## config.mk

```make
export PLATFORM = sky130hd
export DESIGN_NAME = system16_io_port_flat
export DESIGN_NICKNAME = d
export VERILOG_FILES = /design/src/rtl/system16_pkg.sv /design/src/rtl/system16_io_port_if.sv /design/src/rtl/switch_debounce.sv /design/src/rtl/system16_io_port.sv /design/src/flat_wrapper.sv
export SDC_FILE = /design/constraint.sdc
export NUM_CORES = 1
export LEC_CHECK = 0
export ABC_CLOCK_PERIOD_IN_PS = 2100
export CAP_MARGIN = 10
export CORE_ASPECT_RATIO = 0.6
export CORE_UTILIZATION = 48
export DETAILED_ROUTE_END_ITERATION = 6
export PLACE_DENSITY = 0.72
export SLEW_MARGIN = 20
export SYNTH_ARGS = -nofsm -noshare
export SYNTH_HDL_FRONTEND = slang
export SYNTH_SLANG_ARGS = --single-unit
```

## constraint.sdc

```tcl
create_clock -name clk -period 2.1 [get_ports clk]
set_clock_uncertainty 0.05 [all_clocks]
set_input_delay 0.42 -clock clk [delete_from_list [all_inputs] [get_ports clk]]
set_output_delay 0.42 -clock clk [all_outputs]
set_load 0.03 [all_outputs]
```

## src/rtl/system16_pkg.sv

```systemverilog
`default_nettype none
// +----------------------------------------------------------------------+
// | Module  : system16_pkg                                               |
// | Purpose : Shared constants and types for the system16 I/O port.      |
// | Rev     : 1.0  initial release                                       |
// +----------------------------------------------------------------------+
package system16_pkg;

  localparam int DATA_W = 16;

  localparam logic [1:0] IO_SW   = 2'd0;
  localparam logic [1:0] IO_LED  = 2'd1;
  localparam logic [1:0] IO_EDGE = 2'd2;
  localparam logic [1:0] IO_CTRL = 2'd3;

  localparam int CTRL_IE = 0;

  typedef enum logic [0:0] {
    DB_IDLE  = 1'b0,
    DB_COUNT = 1'b1
  } db_state_t;

endpackage
`default_nettype wire

```

## src/rtl/system16_io_port_if.sv

```systemverilog
`default_nettype none
// +----------------------------------------------------------------------+
// | Module  : system16_io_port_if                                        |
// | Purpose : CPU data-bus connection for the switch/LED peripheral.     |
// | Rev     : 1.0  initial release                                       |
// +----------------------------------------------------------------------+
interface system16_io_port_if;
  import system16_pkg::*;

  logic              cs;
  logic              we;
  logic [1:0]        addr;
  logic [DATA_W-1:0] wdata;
  logic [DATA_W-1:0] rdata;

  modport master (output cs, we, addr, wdata, input rdata);
  modport slave  (input cs, we, addr, wdata, output rdata);

endinterface
`default_nettype wire

```

## src/rtl/switch_debounce.sv

```systemverilog
`default_nettype none
// +----------------------------------------------------------------------+
// | Module  : switch_debounce                                            |
// | Purpose : Two-flop synchroniser plus vector debouncer, one counter.  |
// | Rev     : 1.0  initial release                                       |
// +----------------------------------------------------------------------+
module switch_debounce
  import system16_pkg::*;
#(
  parameter int WIDTH           = 16,
  parameter int DEBOUNCE_CYCLES = 4
) (
  input  logic             clk,
  input  logic             reset,
  input  logic [WIDTH-1:0] switches,
  output logic [WIDTH-1:0] sw_db,
  output logic [WIDTH-1:0] sw_cand,
  output logic             commit
);

  localparam int                 c_cnt_w    = ($clog2(DEBOUNCE_CYCLES) < 1) ? 1 : $clog2(DEBOUNCE_CYCLES);
  localparam logic [c_cnt_w-1:0] c_cnt_last = c_cnt_w'(DEBOUNCE_CYCLES - 1);

  logic [WIDTH-1:0]   r_sync1;
  logic [WIDTH-1:0]   r_sync2;
  logic [WIDTH-1:0]   r_cand;
  logic [WIDTH-1:0]   r_sw_db;
  logic [c_cnt_w-1:0] r_cnt;
  db_state_t          r_state;

  db_state_t          w_state_nxt;
  logic [WIDTH-1:0]   w_cand_nxt;
  logic [c_cnt_w-1:0] w_cnt_nxt;
  logic               w_commit;

  always_ff @(posedge clk or negedge reset) begin
    if (!reset) begin
      r_state <= DB_IDLE;
    end else begin
      r_state <= w_state_nxt;
    end
  end

  // Any movement on the synchronised input restarts the count, even from COUNT.
  always_comb begin
    w_state_nxt = r_state;
    w_cand_nxt  = r_cand;
    w_cnt_nxt   = r_cnt;
    w_commit    = 1'b0;
    if (r_sync2 != r_cand) begin
      w_cand_nxt  = r_sync2;
      w_cnt_nxt   = '0;
      w_state_nxt = DB_COUNT;
    end else if (r_state == DB_COUNT) begin
      if (r_cnt == c_cnt_last) begin
        w_commit    = 1'b1;
        w_cnt_nxt   = '0;
        w_state_nxt = DB_IDLE;
      end else begin
        w_cnt_nxt = r_cnt + c_cnt_w'(1);
      end
    end
  end

  always_ff @(posedge clk or negedge reset) begin
    if (!reset) begin
      r_sync1 <= '0;
      r_sync2 <= '0;
      r_cand  <= '0;
      r_cnt   <= '0;
      r_sw_db <= '0;
    end else begin
      r_sync1 <= switches;
      r_sync2 <= r_sync1;
      r_cand  <= w_cand_nxt;
      r_cnt   <= w_cnt_nxt;
      if (w_commit) begin
        r_sw_db <= r_cand;
      end
    end
  end

  // commit marks the cycle whose closing edge loads sw_cand into sw_db.
  assign sw_db   = r_sw_db;
  assign sw_cand = r_cand;
  assign commit  = w_commit;

endmodule
`default_nettype wire

```

## src/rtl/system16_io_port.sv

```systemverilog
`default_nettype none
// +----------------------------------------------------------------------+
// | Module  : system16_io_port                                           |
// | Purpose : Memory-mapped switch/LED port with change-flag interrupt.  |
// | Rev     : 1.0  initial release                                       |
// +----------------------------------------------------------------------+
module system16_io_port
  import system16_pkg::*;
#(
  parameter int DEBOUNCE_CYCLES = 4
) (
  input  logic                clk,
  input  logic                reset,
  system16_io_port_if.slave   bus,
  input  logic [DATA_W-1:0]   switches,
  output logic [DATA_W-1:0]   leds,
  output logic                irq
);

  logic [DATA_W-1:0] w_sw_db;
  logic [DATA_W-1:0] w_sw_cand;
  logic              w_commit;

  logic [DATA_W-1:0] r_leds;
  logic [DATA_W-1:0] r_edge;
  logic [DATA_W-1:0] r_rdata;
  logic              r_ie;
  logic              r_primed;
  logic              r_irq;

  logic              w_wr;
  logic              w_rd;
  logic [DATA_W-1:0] w_edge_set;
  logic [DATA_W-1:0] w_w1c;
  logic [DATA_W-1:0] w_ctrl;
  logic [DATA_W-1:0] w_rd_mux;

  switch_debounce #(
    .WIDTH           (DATA_W),
    .DEBOUNCE_CYCLES (DEBOUNCE_CYCLES)
  ) u_debounce (
    .clk      (clk),
    .reset    (reset),
    .switches (switches),
    .sw_db    (w_sw_db),
    .sw_cand  (w_sw_cand),
    .commit   (w_commit)
  );

  always_comb begin
    w_wr       = bus.cs & bus.we;
    w_rd       = bus.cs & ~bus.we;
    // The first commit after reset only establishes a baseline.
    w_edge_set = (w_commit && r_primed) ? (w_sw_db ^ w_sw_cand) : '0;
    w_w1c      = (w_wr && (bus.addr == IO_EDGE)) ? bus.wdata : '0;
    w_ctrl          = '0;
    w_ctrl[CTRL_IE] = r_ie;
    w_rd_mux        = '0;
    case (bus.addr)
      IO_SW:   w_rd_mux = w_sw_db;
      IO_LED:  w_rd_mux = r_leds;
      IO_EDGE: w_rd_mux = r_edge;
      default: w_rd_mux = w_ctrl;
    endcase
  end

  always_ff @(posedge clk or negedge reset) begin
    if (!reset) begin
      r_leds   <= '0;
      r_edge   <= '0;
      r_rdata  <= '0;
      r_ie     <= 1'b0;
      r_primed <= 1'b0;
      r_irq    <= 1'b0;
    end else begin
      if (w_wr && (bus.addr == IO_LED)) begin
        r_leds <= bus.wdata;
      end
      if (w_wr && (bus.addr == IO_CTRL)) begin
        r_ie <= bus.wdata[CTRL_IE];
      end
      // A new change on the same edge as a clear keeps the bit set.
      r_edge <= (r_edge & ~w_w1c) | w_edge_set;
      if (w_commit) begin
        r_primed <= 1'b1;
      end
      r_irq <= r_ie & (|r_edge);
      if (w_rd) begin
        r_rdata <= w_rd_mux;
      end
    end
  end

  assign bus.rdata = r_rdata;
  assign leds      = r_leds;
  assign irq       = r_irq;

endmodule
`default_nettype wire

```

## src/flat_wrapper.sv

```systemverilog
// flat-port wrapper written by rule: the top's interface ports become plain ports
module system16_io_port_flat import system16_pkg::*;
#(
  parameter int DEBOUNCE_CYCLES = 4
)
  (clk, reset, switches, leds, irq, bus_cs, bus_we, bus_addr, bus_wdata, bus_rdata);
  system16_io_port_if bus_i ();
  input  logic clk;
  input  logic reset;
  input  logic [DATA_W-1:0] switches;
  output logic [DATA_W-1:0] leds;
  output logic irq;
  input wire logic [$bits(bus_i.cs)-1:0] bus_cs;
  input wire logic [$bits(bus_i.we)-1:0] bus_we;
  input wire logic [$bits(bus_i.addr)-1:0] bus_addr;
  input wire logic [$bits(bus_i.wdata)-1:0] bus_wdata;
  output wire logic [$bits(bus_i.rdata)-1:0] bus_rdata;
  assign bus_i.cs = bus_cs;
  assign bus_i.we = bus_we;
  assign bus_i.addr = bus_addr;
  assign bus_i.wdata = bus_wdata;
  assign bus_rdata = bus_i.rdata;
  system16_io_port #(.DEBOUNCE_CYCLES(DEBOUNCE_CYCLES)) u_core (.clk(clk), .reset(reset), .bus(bus_i), .switches(switches), .leds(leds), .irq(irq));
endmodule
```

# Word-level counts from Yosys, hierarchy flattened
# Index checks and enable logic that the tools add are counted.
# classes
n_bitwise	8
n_reduce_logical	7
n_mux	12
n_eq_ne	5
addsub	1
# ops
cell	count
$pmux W16 S3	1
$mux W16	2
$and A16 B16 Y16	1
$ne A16 B16 Y1	1
$not A16 Y16	1
$or A16 B16 Y16	1
$reduce_or A16 Y1	1
$xor A16 B16 Y16	1
$eq A2 B2 Y1 const B	3
$mux W1	6
$mux W2	3
$logic_and A1 B1 Y1	4
$and A1 B1 Y1	3
$add A2 B1 Y2 const B	1
$eq A2 B1 Y1 const B	1
$logic_not A2 Y1	1
$reduce_bool A2 Y1	1
$not A1 Y1	1
# totals
input_bits	38
out_inout_bits	33
word_cells	45
register_bits	118

# Longest topological paths before layout
# Gate-level depths: netlist (run 1).
# depth
depth_word	7
depth_mapped	8
ltp_nobuf	5

# By module
# From an unflattened synthesis (run 1), not the netlist that was laid out.
# unflattened
cells_unflattened	350
hier_area_um2	4692.0
# by_module_without_submodules
mod	cells_per_inst	n_inst	area_each_um2	seq_area_each_um2
system16_io_port	219	1	2472.4	1276.2
switch_debounce	131	1	2219.6	1676.6

# Worst setup path after synthesis (run 1)
# OpenSTA, ideal clock, no wires.
# synth_timing
path_type	reg-to-reg
startpoint	register u_core.u_debounce.r_cand[9], in the netlist u_core.u_debounce.sw_cand[9]
endpoint	register u_core.u_debounce.r_sw_db[10], in the netlist u_core.u_debounce.sw_db[10]
setup_ns	0.127
arrival_time_ns	1.793
path_slack_ns	0.130
path_stages_with_launch	7
path_buffers	1
required_time_ns	1.923
period_less_slack_ns	1.970
path_cell_list	dfrtp_1 -> xor2_1 -> nor4_1 -> nand4_1 -> nor2_4 -> buf_6 -> mux2_1
# synth_between
elab_chain_cells	2
# synth_lines
element	line_no	rtl
start, declared	switch_debounce.sv:26	logic [WIDTH-1:0] r_cand;
start signal, assigned	switch_debounce.sv:75	r_cand <= w_cand_nxt;
$ne A16 B16 Y1	switch_debounce.sv:50	if (r_sync2 != r_cand) begin
$mux W1	switch_debounce.sv:50	
end signal, assigned	switch_debounce.sv:78	r_sw_db <= r_cand;
end, declared	switch_debounce.sv:27	logic [WIDTH-1:0] r_sw_db;
# Every way passes these cells.
# A chain may end at the register's enable or synchronous reset.

# Worst setup path in the final report (run 1)
# layout_timing
startpoint	register u_core.r_leds[13], in the netlist u_core.leds[13]
endpoint	output port leds[13]
# layout_rtl
element	line_no	rtl
start, declared	system16_io_port.sv:24	logic [DATA_W-1:0] r_leds;
start signal, assigned	system16_io_port.sv:77	r_leds <= bus.wdata;
end, declared	flat_wrapper.sv:11	output logic [DATA_W-1:0] leds;
# No word-level cell between the ends.

==> impl_metrics.json, run 1 <==
{
  "status": "finished clean",
  "htreeDepth": 4,
  "grtUsageTotal_pct": 21.8,
  "synthToLayoutAreaGrowth_pct": 33.6,
  "pin_count": 71,
  "crit_chain": "clkdlybuf4s50_1",
  "fin_ws_ns": 0.0764,
  "critical_path_class": "reg -> out",
  "num_rows": 27,
  "tns_ns": 0,
  "grt_pass1_wl_um": 15700,
  "yosys_warnings": 0,
  "seq_area_um2": 2950,
  "finalMaxSlewViolations": 0,
  "fillCellCount": 666,
  "cts_sinks": 118,
  "synthDistinctLibCells": 32,
  "drc": 0,
  "ys_seq_area_share_pct": 64.6,
  "whs_path_depth": 0,
  "die_w_um": 128,
  "drv_cap": 0,
  "cp.depth": 1,
  "vias_per_cell": 5.11,
  "cts_tree": "done",
  "multi_input_area_um2": 1490,
  "start_util_pct": 49.6,
  "p_leak_nw": 2.78,
  "antenna_found_initial": 0,
  "pre_cts_ws_ns": 0.0648,
  "rsz0062_at_grt": "no",
  "fin_crit_sh_pct": 96.4,
  "worst-path-buf-inv": 1,
  "ys_ff_latch": 118,
  "powerDensity_nw_per_um2": 1030,
  "post_synth.cell_area_avg_um2": 13.0,
  "post-route-min-period_ns": 2.02,
  "die-area_um2": 9930,
  "clk_latency_ns": 0.41,
  "total_power_mw": 6.31,
  "place_congestion": 0.811,
  "cts_setup_buffers": 0,
  "first_iter_violations": 180,
  "r2r_slack_ns": 0.09,
  "finalSetupViolCount": 0,
  "layout-drive-gt1-share_pct": 17.1,
  "synth_area_um2": 4570,
  "r2r_cells": 6,
  "firstDrtPassIters": 4,
  "antenna_cells": 0,
  "critPathRequiredTime_ns": 1.63,
  "dpl.hpwl_um": 6740,
  "overflow": 0,
  "ir_drop_v": 0.000897,
  "synth_fp_nets": 391,
  "crit_path_max_incr_delay_ns": 0.72,
  "utilization_pct": 66.2,
  "crit_fanout": 3,
  "clk_root_buffer_cell": "clkbuf_16",
  "critPathTopFamily": "buffers and inverters",
  "cts_buffers": 17,
  "final-hold-violation-count": 0,
  "cp_slowest_cell": "clkdlybuf4s50_1",
  "wl_per_cell_um": 17.1,
  "grt_max_degree": 51,
  "nets": 464,
  "postRouteAntennaNets": 0,
  "tightest_slew_ns": 0.533,
  "core_area_um2": 9220,
  "slew_headroom_pct": 64.5,
  "routed_wl_um": 9710,
  "hp-class": "reg -> reg",
  "cp-start-kind": "flip-flop",
  "finalNonFillerCells": 568,
  "placed_cells": 535,
  "vias": 2901,
  "die_h_um": 77.6,
  "cts.clk_slew.worst_paths_ns": 0.06,
  "synth_cells": 352,
  "cts_max_path_buffers": 2,
  "io_buffers": 70,
  "grt_pass1_vias": 2933,
  "cp-end-kind": "output port",
  "clock.fmax_ghz": 0.494,
  "arrival_ns": 1.55
}
Yosys cell counts:
cell	number	share of area, %
nor2b_1	1	0.14
clkbuf_1	22	1.8
and3_1	1	0.14
or2_2	1	0.14
nand4_1	1	0.14
nor2_1	18	1.5
a21oi_1	15	1.6
ha_1	1	0.27
nand2_1	33	2.7
nand3_1	1	0.11
clkbuf_2	1	0.11
mux4_2	1	0.49
buf_6	1	0.25
nand4b_1	1	0.19
mux2_2	24	5.9
buf_2	4	0.44
nor2_4	1	0.25
nand2b_1	1	0.14
xor2_1	32	6.1
buf_1	1	0.082
o21ai_0	16	1.8
dfrtp_1	118	65
mux2_1	9	2.2
inv_1	2	0.16
nor4_1	8	1.1
and4_1	1	0.19
a22o_1	16	3.1
a21o_1	1	0.16
mux2i_1	17	3.7
buf_4	1	0.16
a41oi_1	1	0.19
nor2_2	1	0.14
layout make-up:
cell class / count / share of cell area (%)
Inverter: 2 / 0.123
Tap cell: 130 / 2.66
Clock inverter: 14 / 2.91
Sequential cell: 118 / 48.3
Clock buffer: 18 / 7.19
Multi-Input combinational cell: 202 / 24.4
Timing Repair Buffer: 84 / 14.4
cells by family after synthesis:
family                   count (synthesis)  synth area share [%]
XOR/XNOR                                32                  6.13
multiplexers                            51                  12.3
AO/OA/AOI/OAI                           49                  6.81
buffers and inverters                   32                  3.01
adder cells (fa/ha/maj)                  1                 0.274
AND/OR/NAND/NOR                         69                  6.84
flip-flops                             118                  64.6
flip-flops by register name (all words and copies together) (netlist names):
signal                     cells
u_core.u_debounce.r_state      1
u_core.r_ie                    1
u_core.u_debounce.r_cnt        2
u_core.r_primed                1
u_core.irq                     1
u_core.bus.rdata              16
u_core.u_debounce.r_sync1     16
u_core.u_debounce.sw_db       16
u_core.u_debounce.r_sync2     16
u_core.u_debounce.sw_cand     16
u_core.r_edge                 16
u_core.leds                   16
per-stage QoR:
stage	area [µm²]	hold WS, ns
finish	6110	0.296
detailed placement	5480	0.286
floorplan	4570	0.0744
global route	6110	0.302
global placement	5480	0.282
CTS	6100	0.298
what timing repair did:
action	4_1_cts	5_1_grt
hold buffers	1	0
setup endpoints to repair	0	12
endpoints found under the hold margin	35	0
gates resized for setup	0	1
power breakdown:
| part | switching, mW | internal (mW) | total, mW |
|---|---|---|---|
| clock | 1.07 | 1.90 | 2.97 |
| combinational | 0.420 | 0.365 | 0.785 |
| sequential | 0.124 | 2.43 | 2.55 |
worst paths after layout:
kind	start	end
setup reg to reg	u_core.u_debounce.sw_cand[11]	u_core.u_debounce.sw_db[11]
min in group asynchronous	reset	u_core.bus.rdata[6]
setup / recovery	u_core.leds[13]	leds[13]
hold reg to reg	u_core.u_debounce.r_sync1[11]	u_core.u_debounce.r_sync2[11]
max in group asynchronous	reset	u_core.u_debounce.sw_db[7]
hold / removal	u_core.u_debounce.r_sync1[11]	u_core.u_debounce.r_sync2[11]
per-layer routing:
layer | global-route usage (%) | wire length (µm) | vias to the layer above
met5 | 0 | 0 | -
met4 | 10.0 | 150 | 0
met3 | 5.72 | 567 | 15
met2 | 28.9 | 4120 | 93
met1 | 33.2 | 4880 | 1443
li1 | - | - | 1350
cells in the final DEF, fill, tap and decap left out:
cell             netlist  routed
a21oi_1               15      15
a21o_1                 1       1
ha_1                   1       1
clkinv_2               0       1
buf_12                 0       6
nor4_2                 0       1
a22o_1                16      16
nor4_1                 8       7
nand4_1                1       1
a41oi_1                1       1
xor2_1                32      32
inv_6                  0       1
nor2_1                18      18
and4_1                 1       1
nor2b_1                1       1
mux4_2                 1       1
nor2_4                 1       1
nand2_1               33      33
inv_1                  2       2
clkbuf_16              0      17
nor2_2                 1       1
mux2i_1               17      17
nand3_1                1       1
clkinv_4               0       5
dfrtp_1              118     118
clkbuf_8               0       1
bufinv_16              0       3
clkdlybuf4s50_1        0      69
buf_4                  1       8
mux2_2                24      24
clkinvlp_4             0       4
and3_1                 1       1
o21ai_0               16      16
or2_2                  1       1
mux2_1                 9       9
nand4b_1               1       1
dlygate4sd3_1          0       1
nand2b_1               1       1
(Power assumes the default switching activity.)
==> run 2, diff against run 1 <==
--- a/config.mk
+++ b/config.mk
@@ -11,7 +11,7 @@
 export CORE_UTILIZATION = 48
 export DETAILED_ROUTE_END_ITERATION = 6
 export PLACE_DENSITY = 0.72
-export SLEW_MARGIN = 20
+export SLEW_MARGIN = 10
 export SYNTH_ARGS = -nofsm -noshare
 export SYNTH_HDL_FRONTEND = slang
 export SYNTH_SLANG_ARGS = --single-unit
==> results of run 2 <==
Final layout, timing and power as in run 1 (identical DEF).
